[config.mk]
export PLATFORM = sky130hd
export DESIGN_NAME = rip_bp_update_ctrl
export DESIGN_NICKNAME = d
export VERILOG_FILES = /design/src/rtl/rip_bp_update_ctrl.sv
export SDC_FILE = /design/constraint.sdc
export NUM_CORES = 1
export LEC_CHECK = 0
export ABC_AREA = 1
export BUFFER_PORTS_ARGS = -buffer_cell sky130_fd_sc_hd__buf_4
export CAP_MARGIN = 20
export CORE_ASPECT_RATIO = 0.9
export CORE_UTILIZATION = 50
export CTS_BUF_LIST = sky130_fd_sc_hd__clkbuf_8 sky130_fd_sc_hd__clkbuf_16
export DETAILED_ROUTE_END_ITERATION = 8
export GPL_TIMING_DRIVEN = 0
export PLACE_DENSITY = 0.68
export SYNTH_ARGS = -nofsm -noshare
export SYNTH_HDL_FRONTEND = slang
export SYNTH_SLANG_ARGS = --single-unit
[constraint.sdc]
create_clock -name clk -period 4.9 [get_ports clk]
set_clock_uncertainty 0.2 [all_clocks]
set_input_delay 0.245 -clock clk [delete_from_list [all_inputs] [get_ports clk]]
set_output_delay 0.245 -clock clk [all_outputs]
set_load 0.01 [all_outputs]
[src/rtl/rip_bp_update_ctrl.sv]
// Branch-predictor table update controller: clears the counter table after reset
// or clear_req, then drains buffered resolved-branch updates as 2-bit saturating writes.
module rip_bp_update_ctrl #(
    parameter int unsigned TABLE_DEPTH = 10,
    parameter int unsigned FIFO_DEPTH  = 4,
    parameter logic [1:0]  INIT_VALUE  = 2'b01
) (
    input  logic                   clk,
    input  logic                   rstn,
    input  logic                   clear_req,
    input  logic                   in_valid,
    output logic                   in_ready,
    input  logic [TABLE_DEPTH-1:0] in_index,
    input  logic [1:0]             in_weight,
    input  logic                   in_actual,
    output logic                   tbl_we,
    output logic [TABLE_DEPTH-1:0] tbl_addr,
    output logic [1:0]             tbl_din,
    output logic                   hist_valid,
    output logic                   hist_bit,
    output logic                   init_done
);

    localparam int unsigned PTR_W   = (FIFO_DEPTH > 1) ? $clog2(FIFO_DEPTH) : 1;
    localparam int unsigned ENTRY_W = TABLE_DEPTH + 3;
    localparam logic [PTR_W:0] FULL_COUNT = (PTR_W + 1)'(FIFO_DEPTH);

    typedef enum logic {
        ST_INIT,
        ST_RUN
    } state_t;

    state_t state;
    state_t next_state;

    logic [TABLE_DEPTH-1:0] sweep_cnt;

    logic [ENTRY_W-1:0] fifo_mem [FIFO_DEPTH];
    logic [PTR_W-1:0]   wr_ptr;
    logic [PTR_W-1:0]   rd_ptr;
    logic [PTR_W:0]     fifo_count;
    logic               full;
    logic               empty;
    logic               push;
    logic               pop;

    logic [ENTRY_W-1:0]     head;
    logic [TABLE_DEPTH-1:0] head_index;
    logic [1:0]             head_weight;
    logic                   head_actual;

    logic                   byp_valid;
    logic [TABLE_DEPTH-1:0] byp_addr;
    logic [1:0]             byp_val;
    logic [1:0]             base_val;
    logic [1:0]             upd_val;

    logic                   nxt_we;
    logic [TABLE_DEPTH-1:0] nxt_addr;
    logic [1:0]             nxt_din;
    logic                   nxt_hv;
    logic                   nxt_hb;

    function automatic logic [1:0] sat_update(input logic [1:0] base, input logic taken);
        logic [1:0] res;
        case (base)
            2'b00:   res = taken ? 2'b01 : 2'b00;
            2'b01:   res = taken ? 2'b10 : 2'b00;
            2'b10:   res = taken ? 2'b11 : 2'b01;
            default: res = taken ? 2'b11 : 2'b10;
        endcase
        return res;
    endfunction

    assign full      = (fifo_count == FULL_COUNT);
    assign empty     = (fifo_count == '0);
    assign in_ready  = !full;
    assign init_done = (state == ST_RUN);

    assign head        = fifo_mem[rd_ptr];
    assign head_index  = head[ENTRY_W-1:3];
    assign head_weight = head[2:1];
    assign head_actual = head[0];

    // The last write to this index may not yet be visible in the weight the
    // predictor read, so the bypass copy takes precedence on an index match.
    always_comb begin
        base_val = head_weight;
        if (byp_valid && (byp_addr == head_index)) begin
            base_val = byp_val;
        end
        upd_val = sat_update(base_val, head_actual);
    end

    // A clear discards the buffer, so an offer coinciding with it is dropped too.
    always_comb begin
        push = in_valid && in_ready && !clear_req;
        pop  = (state == ST_RUN) && !empty && !clear_req;
    end

    always_ff @(posedge clk or negedge rstn) begin
        if (!rstn) begin
            state <= ST_INIT;
        end else begin
            state <= next_state;
        end
    end

    always_comb begin
        next_state = state;
        case (state)
            ST_INIT: begin
                if (clear_req) begin
                    next_state = ST_INIT;
                end else if (sweep_cnt == '1) begin
                    next_state = ST_RUN;
                end
            end
            ST_RUN: begin
                if (clear_req) begin
                    next_state = ST_INIT;
                end
            end
            default: next_state = ST_INIT;
        endcase
    end

    always_comb begin
        nxt_we   = 1'b0;
        nxt_addr = tbl_addr;
        nxt_din  = tbl_din;
        nxt_hv   = 1'b0;
        nxt_hb   = hist_bit;
        if (!clear_req) begin
            if (state == ST_INIT) begin
                nxt_we   = 1'b1;
                nxt_addr = sweep_cnt;
                nxt_din  = INIT_VALUE;
            end else if (pop) begin
                nxt_we   = 1'b1;
                nxt_addr = head_index;
                nxt_din  = upd_val;
                nxt_hv   = 1'b1;
                nxt_hb   = head_actual;
            end
        end
    end

    always_ff @(posedge clk or negedge rstn) begin
        if (!rstn) begin
            tbl_we     <= 1'b0;
            tbl_addr   <= '0;
            tbl_din    <= '0;
            hist_valid <= 1'b0;
            hist_bit   <= 1'b0;
        end else begin
            tbl_we     <= nxt_we;
            tbl_addr   <= nxt_addr;
            tbl_din    <= nxt_din;
            hist_valid <= nxt_hv;
            hist_bit   <= nxt_hb;
        end
    end

    always_ff @(posedge clk or negedge rstn) begin
        if (!rstn) begin
            sweep_cnt <= '0;
        end else if (clear_req) begin
            sweep_cnt <= '0;
        end else if (state == ST_INIT) begin
            sweep_cnt <= sweep_cnt + 1'b1;
        end
    end

    always_ff @(posedge clk) begin
        if (push) begin
            fifo_mem[wr_ptr] <= {in_index, in_weight, in_actual};
        end
    end

    always_ff @(posedge clk or negedge rstn) begin
        if (!rstn) begin
            wr_ptr     <= '0;
            rd_ptr     <= '0;
            fifo_count <= '0;
        end else if (clear_req) begin
            wr_ptr     <= '0;
            rd_ptr     <= '0;
            fifo_count <= '0;
        end else begin
            if (push) begin
                wr_ptr <= wr_ptr + 1'b1;
            end
            if (pop) begin
                rd_ptr <= rd_ptr + 1'b1;
            end
            case ({push, pop})
                2'b10:   fifo_count <= fifo_count + 1'b1;
                2'b01:   fifo_count <= fifo_count - 1'b1;
                default: fifo_count <= fifo_count;
            endcase
        end
    end

    always_ff @(posedge clk or negedge rstn) begin
        if (!rstn) begin
            byp_valid <= 1'b0;
            byp_addr  <= '0;
            byp_val   <= '0;
        end else if (clear_req) begin
            byp_valid <= 1'b0;
        end else if (pop) begin
            byp_valid <= 1'b1;
            byp_addr  <= head_index;
            byp_val   <= upd_val;
        end
    end

endmodule

==> results of run 1 <==
==> flip-flops by register name, summed over array words and instances, names as in the netlist <==
name and count:
byp_valid 1, hist_bit 1, tbl_we 1, hist_valid 1
wr_ptr 2, fifo_mem 52, byp_addr 10, tbl_din 2
sweep_cnt 10, fifo_count 3, byp_val 2, init_done 1
rd_ptr 2, tbl_addr 10
==> path summary, 6_finish.rpt <==
path	start	end	slack, ns	depth (start not counted)
hold / removal	in_valid	wr_ptr[0]$_DFFE_PN0P_	0.04	4
setup / recovery	fifo_count[0]$_DFFE_PN0P_	fifo_mem[2][12]$_DFFE_PP_	2.48	7
setup reg to reg	fifo_count[0]$_DFFE_PN0P_	fifo_mem[2][12]$_DFFE_PP_	2.48	7
max in group asynchronous	rstn	byp_valid$_DFFE_PN0P_	3.86	2
min in group asynchronous	rstn	byp_addr[1]$_DFFE_PN0P_	0.22	2
hold reg to reg	tbl_addr[9]$_DFFE_PN0P_	tbl_addr[9]$_DFFE_PN0P_	0.29	2
==> layer usage <==
layer / routed length, um / vias to the layer above / global-route usage (%)
met5: 0 / - / 0
met4: 107 / 0 / 6.280
met3: 487 / 6 / 5.573
met2: 4306 / 71 / 35.67
met1: 4116 / 1508 / 30.99
li1: - / 1574 / -
==> through the flow <==
| step | worst slack (ns) | instances | hold WS, ns | power [mW] | utilization (%) |
|---|---|---|---|---|---|
| detailed placement | 2.454 | 589 | 0.09493 | 1.102 | 58.09 |
| finish | 2.476 | 620 | 0.04078 | 1.656 | 62.57 |
| CTS | 2.431 | 620 | 0.02934 | 1.672 | 62.57 |
| floorplan | 2.795 | 437 | -0.2506 | 1.036 | - |
| global route | 2.270 | 620 | 0.07353 | 1.732 | 62.57 |
| global placement | 2.289 | 585 | 0.09101 | 1.092 | 57.64 |
==> where the power goes <==
group | internal [mW] | total [mW] | switching (mW)
Clock | 0.288 | 0.564 | 0.276
Combinational | 0.0661 | 0.160 | 0.0943
Sequential | 0.910 | 0.932 | 0.0215
==> placed cells by master (no fill, tap or decap), types with 2 or more instances in the layout <==
cell           count
nand2_2            5
buf_4             37
nor2_1            28
nand3_1           36
clkbuf_8           9
inv_1             40
nand4_1            2
nor3_1             4
ha_1               5
buf_2              4
nor2_4             2
bufinv_16          2
dfrtp_1           46
o21ai_0           26
dlygate4sd3_1     15
clkbuf_1           5
edfxtp_1          52
inv_6              2
inv_2              3
buf_6              6
o21ai_1            2
a21oi_1           26
nand3_2            8
nand2_1          124
o21a_1             2
==> critical path, stage by stage, from the launching register on <==
cell,delay (ns)
dfrtp_1,0.41
inv_1,0.08
nand3_1,0.12
nand2_1,0.08
nor2_1,0.24
inv_1,0.13
nor2_1,0.64
buf_6,0.24
==> cells in the mapped netlist, drive strengths merged, types with 2 or more instances <==
cell type and n:
nand2 129, edfxtp 52, dfrtp 46, nand3 44, inv 42, nor2 31
o21ai 28, a21oi 26, buf 10, clkbuf 5, ha 5, nor3 4
nand4 2, o21a 2, xor2 2
==> layout make-up <==
class / instances / share of cell area, %
Buffer: 15 / 1.921
Clock buffer: 9 / 2.408
Clock inverter: 7 / 1.824
Inverter: 42 / 3.064
Multi-Input combinational cell: 282 / 26.80
Sequential cell: 98 / 52.72
Tap cell: 115 / 2.797
Timing Repair Buffer: 52 / 8.463
==> kinds of logic after synthesis <==
family / count (synthesis) / share of synthesized area, %
adder cells (fa/ha/maj): 6 / 1.899
AND/OR/NAND/NOR: 212 / 21.58
XOR/XNOR: 2 / 0.5757
AO/OA/AOI/OAI: 62 / 7.655
flip-flops: 98 / 62.39
buffers and inverters: 57 / 5.899
==> repair_timing <==
item,4_1_cts,5_1_grt
endpoints found under the hold margin,102,0
hold buffers,15,0
setup buffers,0,0
==> metrics.cfg, run 1 <==
[run_status]
status = finished, final reports clean

[timing]
drv_slew = 0
setup_viol = 0
max_freq_mhz = 412.6
finalSetupTns_ns = 0
tightest_slew_ns = 0.8174
final_hold_viol_count = 0
maxSlewHeadroom_pct = 45.31
rsz0062_at_grt = no
period_minus_slack_ns = 2.424
fin_crit_sh_pct = 49.47

[floorplan]
ios = 34
die-area_um2 = 9073
start_util_pct = 52.88
rows = 31
die_h_um = 90.47
core_um2 = 8223
die_x_um = 100.3

[drt]
drt-total-wl_mm = 9.017
viasPerCell = 5.095
drcViolationCount = 0
vias = 3159
wl_per_cell_um = 14.54
ant_nets = 0
drtPass1Iterations = 4
drt_iter0_markers = 147

[finish]
multi_input_area_um2 = 1379
num-fill-cells = 720
area_growth_pct = 18.33
final_area_um2 = 5145
fin_nets = 523
seqCellArea_um2 = 2713
drive_gt1_share_pct = 16.44
diodes = 0

[yosys]
ys_ff_latch = 98
syn_nets = 460
syn_inst = 437
yosysSeqAreaShare_pct = 62.39
synth_edf_count = 52
yosys-top-cells-area = edfxtp_1 (36%), dfrtp_1 (26%), nand2_1 (11%)
syn_avg_cell_area_um2 = 9.949
yosys_warnings = 0
synthFlopType = edfxtp_1
synth_area_um2 = 4348
synth_cell_types = 33
synth_top_area_share_pct = 35.91
async_flop_share_pct = 46.94
yosysTopAreaCell = edfxtp_1

[min_path]
worstHoldPathType = input pin to flip-flop

[critical_path]
startpoint_type = flip-flop
critPathKind = flip-flop to flip-flop
path_max_fanout = 8
endpoint_kind = flip-flop
crit_arrival_ns = 2.29
required_ns = 4.77

[clock_network]
cts_resized = 0
cts_buffers = 9
cts_tree = yes
htree_num_levels = 3
clock_latency_ns = 0.36
cts.sinks = 98
cts-root-buf = clkbuf_8
clock_path_buffers = 2
path_clk_slew_ns = 0.09

[place]
place_hpwl_mm = 6.449
place_congestion = 0.8026
port-buffer-count = 33
placed_area_um2 = 4777

[grt]
grt_pass1_wl_mm = 15.44
grt.overflow.total = 0
antenna_found_initial = 0
grt_pass1_vias = 3178
grt_max_degree = 47
grt_use_total_pct = 22.53

[pwr]
power_density_nw_per_um2 = 321.9
leakage_nw = 2.234
vdd_drop_max_mv = 0.2228

[flow_run]
drv_cap = 0

(Power assumes the default switching activity.)
==> run 2: changes to the inputs <==
ABC_AREA = 0   (was 1)
PLACE_DENSITY = 0.71   (was 0.68)
clock period = 2 ns   (was 4.9 ns; I/O delays follow)
==> metrics.cfg, run 2 <==
[critical_path]
path_cells = buf_6 > buf_12 > mux4_2 > xnor2_2 > nand3_2 > or4_4 > a31oi_1
crit_buf_inv = 2
cp_top_family = simple AND/OR/NAND/NOR gates
endpoint_kind = flip-flop
startpoint_type = flip-flop
required_ns = 2.09
critPathKind = flip-flop to flip-flop
reg2reg_from = rd_ptr[0]$_DFFE_PN0P_
max_stage_delay_ns = 0.55
crit_arrival_ns = 2.50
path_max_fanout = 8
critPathSlowestCell = mux4_2
crit_start = rd_ptr[0]$_DFFE_PN0P_

[yosys]
synth_edf_count = 52
yosysMostFrequentCell = edfxtp_1
synth_cell_types = 45
synth_top_area_share_pct = 36.77
yosysSeqAreaShare_pct = 63.88
yosys-top-cells-area = edfxtp_1 (37%), dfrtp_1 (27%), mux4_1 (4.3%)
synthFlopType = edfxtp_1
ys_ff_latch = 98
syn_nets = 308
synth_commonest_cells = edfxtp_1 (52), dfrtp_1 (46), nor2_1 (33)
syn_inst = 285
syn_avg_cell_area_um2 = 14.90
yosysTopAreaCell = edfxtp_1
async_flop_share_pct = 46.94
synth_area_um2 = 4247
yosys_warnings = 0

[finish]
top_register = fifo_mem
fin_nets = 391
largest_reg_flops = 52
diodes = 0
seqCellArea_um2 = 2716
finalNonFillerCells = 472
drive_gt1_share_pct = 36.73
num-fill-cells = 597
layout_common_cells = edfxtp_1 (52), buf_4 (52), dfrtp_1 (43), nor2_1 (32), dlygate4sd3_1 (16)
area_growth_pct = 24.87
multi_input_area_um2 = 1600

[pwr]
swShare_pct = 23.95
p_clk_share_pct = 31.9
p_switching_uw = 943.9
vdd_drop_max_mv = 0.4486
power.internal_mw = 2.998
leakage_nw = 2.120
power.share.combinational_pct = 10.5
power_density_nw_per_um2 = 743.3
pwr-share-seq_pct = 57.5

[min_path]
worstHoldPathType = input pin to async pin

[place]
place_hpwl_mm = 5.103
port-buffer-count = 33
dp_cells = 417
place_congestion = 0.8040

[drt]
drcViolationCount = 0
wl_per_cell_um = 17.40
drt-total-wl_mm = 8.214
drt_iter0_markers = 100
ant_nets = 0
viasPerCell = 5.453
vias = 2574
drtPass1Iterations = 4

[grt]
grt_max_degree = 47
grt_pass1_wl_mm = 12.88
grt_pass1_vias = 2543
grt_use_total_pct = 19.65
antenna_found_initial = 0
grt.overflow.total = 0

[timing]
max_freq_mhz = 413.7
drv_slew = 0
period_minus_slack_ns = 2.417
fin_crit_sh_pct = 120.9
maxSlewHeadroom_pct = 51.35
final_hold_viol_count = 0
rsz0062_at_grt = yes
setup_viol = 7
hold-worst-slack_ns = 0.06444
setup_ws_ns = -0.4172
tightest_slew_ns = 0.7297

[clock_network]
cts_tree = yes
path_clk_slew_ns = 0.09
clock_latency_ns = 0.37
clock_path_buffers = 2
cts.sinks = 98
cts_buffers = 9
htree_num_levels = 3
cts-root-buf = clkbuf_8

[floorplan]
ios = 34
die-area_um2 = 8867
die_x_um = 99.15
core_um2 = 8145
die_h_um = 89.43
rows = 31
start_util_pct = 52.14

[run_status]
violations = negative setup slack
status = complete, but fails checks

[flow_run]
drv_cap = 0

run 2: layer usage:
layer	track usage (%)	wire (um)
met1	25.38	3650
met2	33.82	4148
met4	6.417	107
met3	4.222	308
met5	0	0
run 2: repair_timing:
action                                 in CTS  in global routing
pin swaps                                   9                 17
hold buffers                               16                  0
endpoints found under the hold margin     102                  0
gates cloned                                1                  3
buffers inserted                           15                  5
gates resized for setup                    18                 18
setup endpoints to repair                  62                 52
run 2: worst register-to-register path: stages, from the launching register on:
cell and delay (ns):
dfrtp_1 0.35, buf_6 0.14, buf_12 0.14, mux4_2 0.55, xnor2_2 0.20, nand3_2 0.12
or4_4 0.50, a31oi_1 0.14
run 2: cells by family (layout without fill, tap and decap cells):
| family | count (synthesis) | count (layout) | synth area share, % |
|---|---|---|---|
| compound gates | 27 | 27 | 4.007 |
| xor+xnor | 25 | 25 | 5.687 |
| fa+ha+maj | 8 | 8 | 2.416 |
| buf+inv | 16 | 100 | 2.357 |
| flops | 98 | 98 | 63.88 |
| mux | 33 | 33 | 12.52 |
| simple gates | 78 | 82 | 9.134 |
run 2: layout make-up:
class / count / area share [%]
clock inverter: 7 / 1.321
sequential: 98 / 51.23
buffer: 10 / 1.652
tap: 99 / 2.336
multi-input combinational: 175 / 30.18
clock buffer: 9 / 2.336
timing repair buffer: 69 / 10.59
inverter: 5 / 0.3539
run 2: path summary, 6_finish.rpt:
check | endpoint | slack (ns) | depth (start not counted)
setup / recovery | tbl_din[0]$_DFFE_PN0P_ | -0.42 | 7
hold / removal | sweep_cnt[8]$_DFFE_PN0P_ | 0.06 | 2
setup reg to reg | tbl_din[0]$_DFFE_PN0P_ | -0.42 | 7
hold reg to reg | hist_bit$_DFFE_PN0P_ | 0.29 | 2
max in group asynchronous | fifo_count[2]$_DFFE_PN0P_ | 1.11 | 2
min in group clk | fifo_mem[1][7]$_DFFE_PP_ | 0.27 | 2
run 2: power by group through the flow:
stage / sequential [mW] / clock (mW) / combinational (mW)
after floorplan: 2.31 / 0 / 0.178
after global placement: 2.30 / 0 / 0.310
after detailed placement: 2.31 / 0 / 0.318
after CTS: 2.26 / 1.27 / 0.381
after global routing: 2.28 / 1.35 / 0.458
final: 2.27 / 1.26 / 0.415
run 2: metrics by stage:
step           utilization [%]  cell area [um^2]  total power, mW  setup TNS (ns)  setup WS (ns)
2_1_floorplan                -              4309            2.485         -0.7979        -0.2616
3_3_place_gp             57.47              4681            2.614          -6.964        -0.5076
3_5_place_dp             57.47              4681            2.628          -8.824        -0.5012
4_1_cts                  63.21              5149            3.915          -1.410        -0.4226
5_1_grt                  65.10              5303            4.087          -2.484        -0.5277
6_report                 65.10              5303            3.942          -1.397        -0.4172
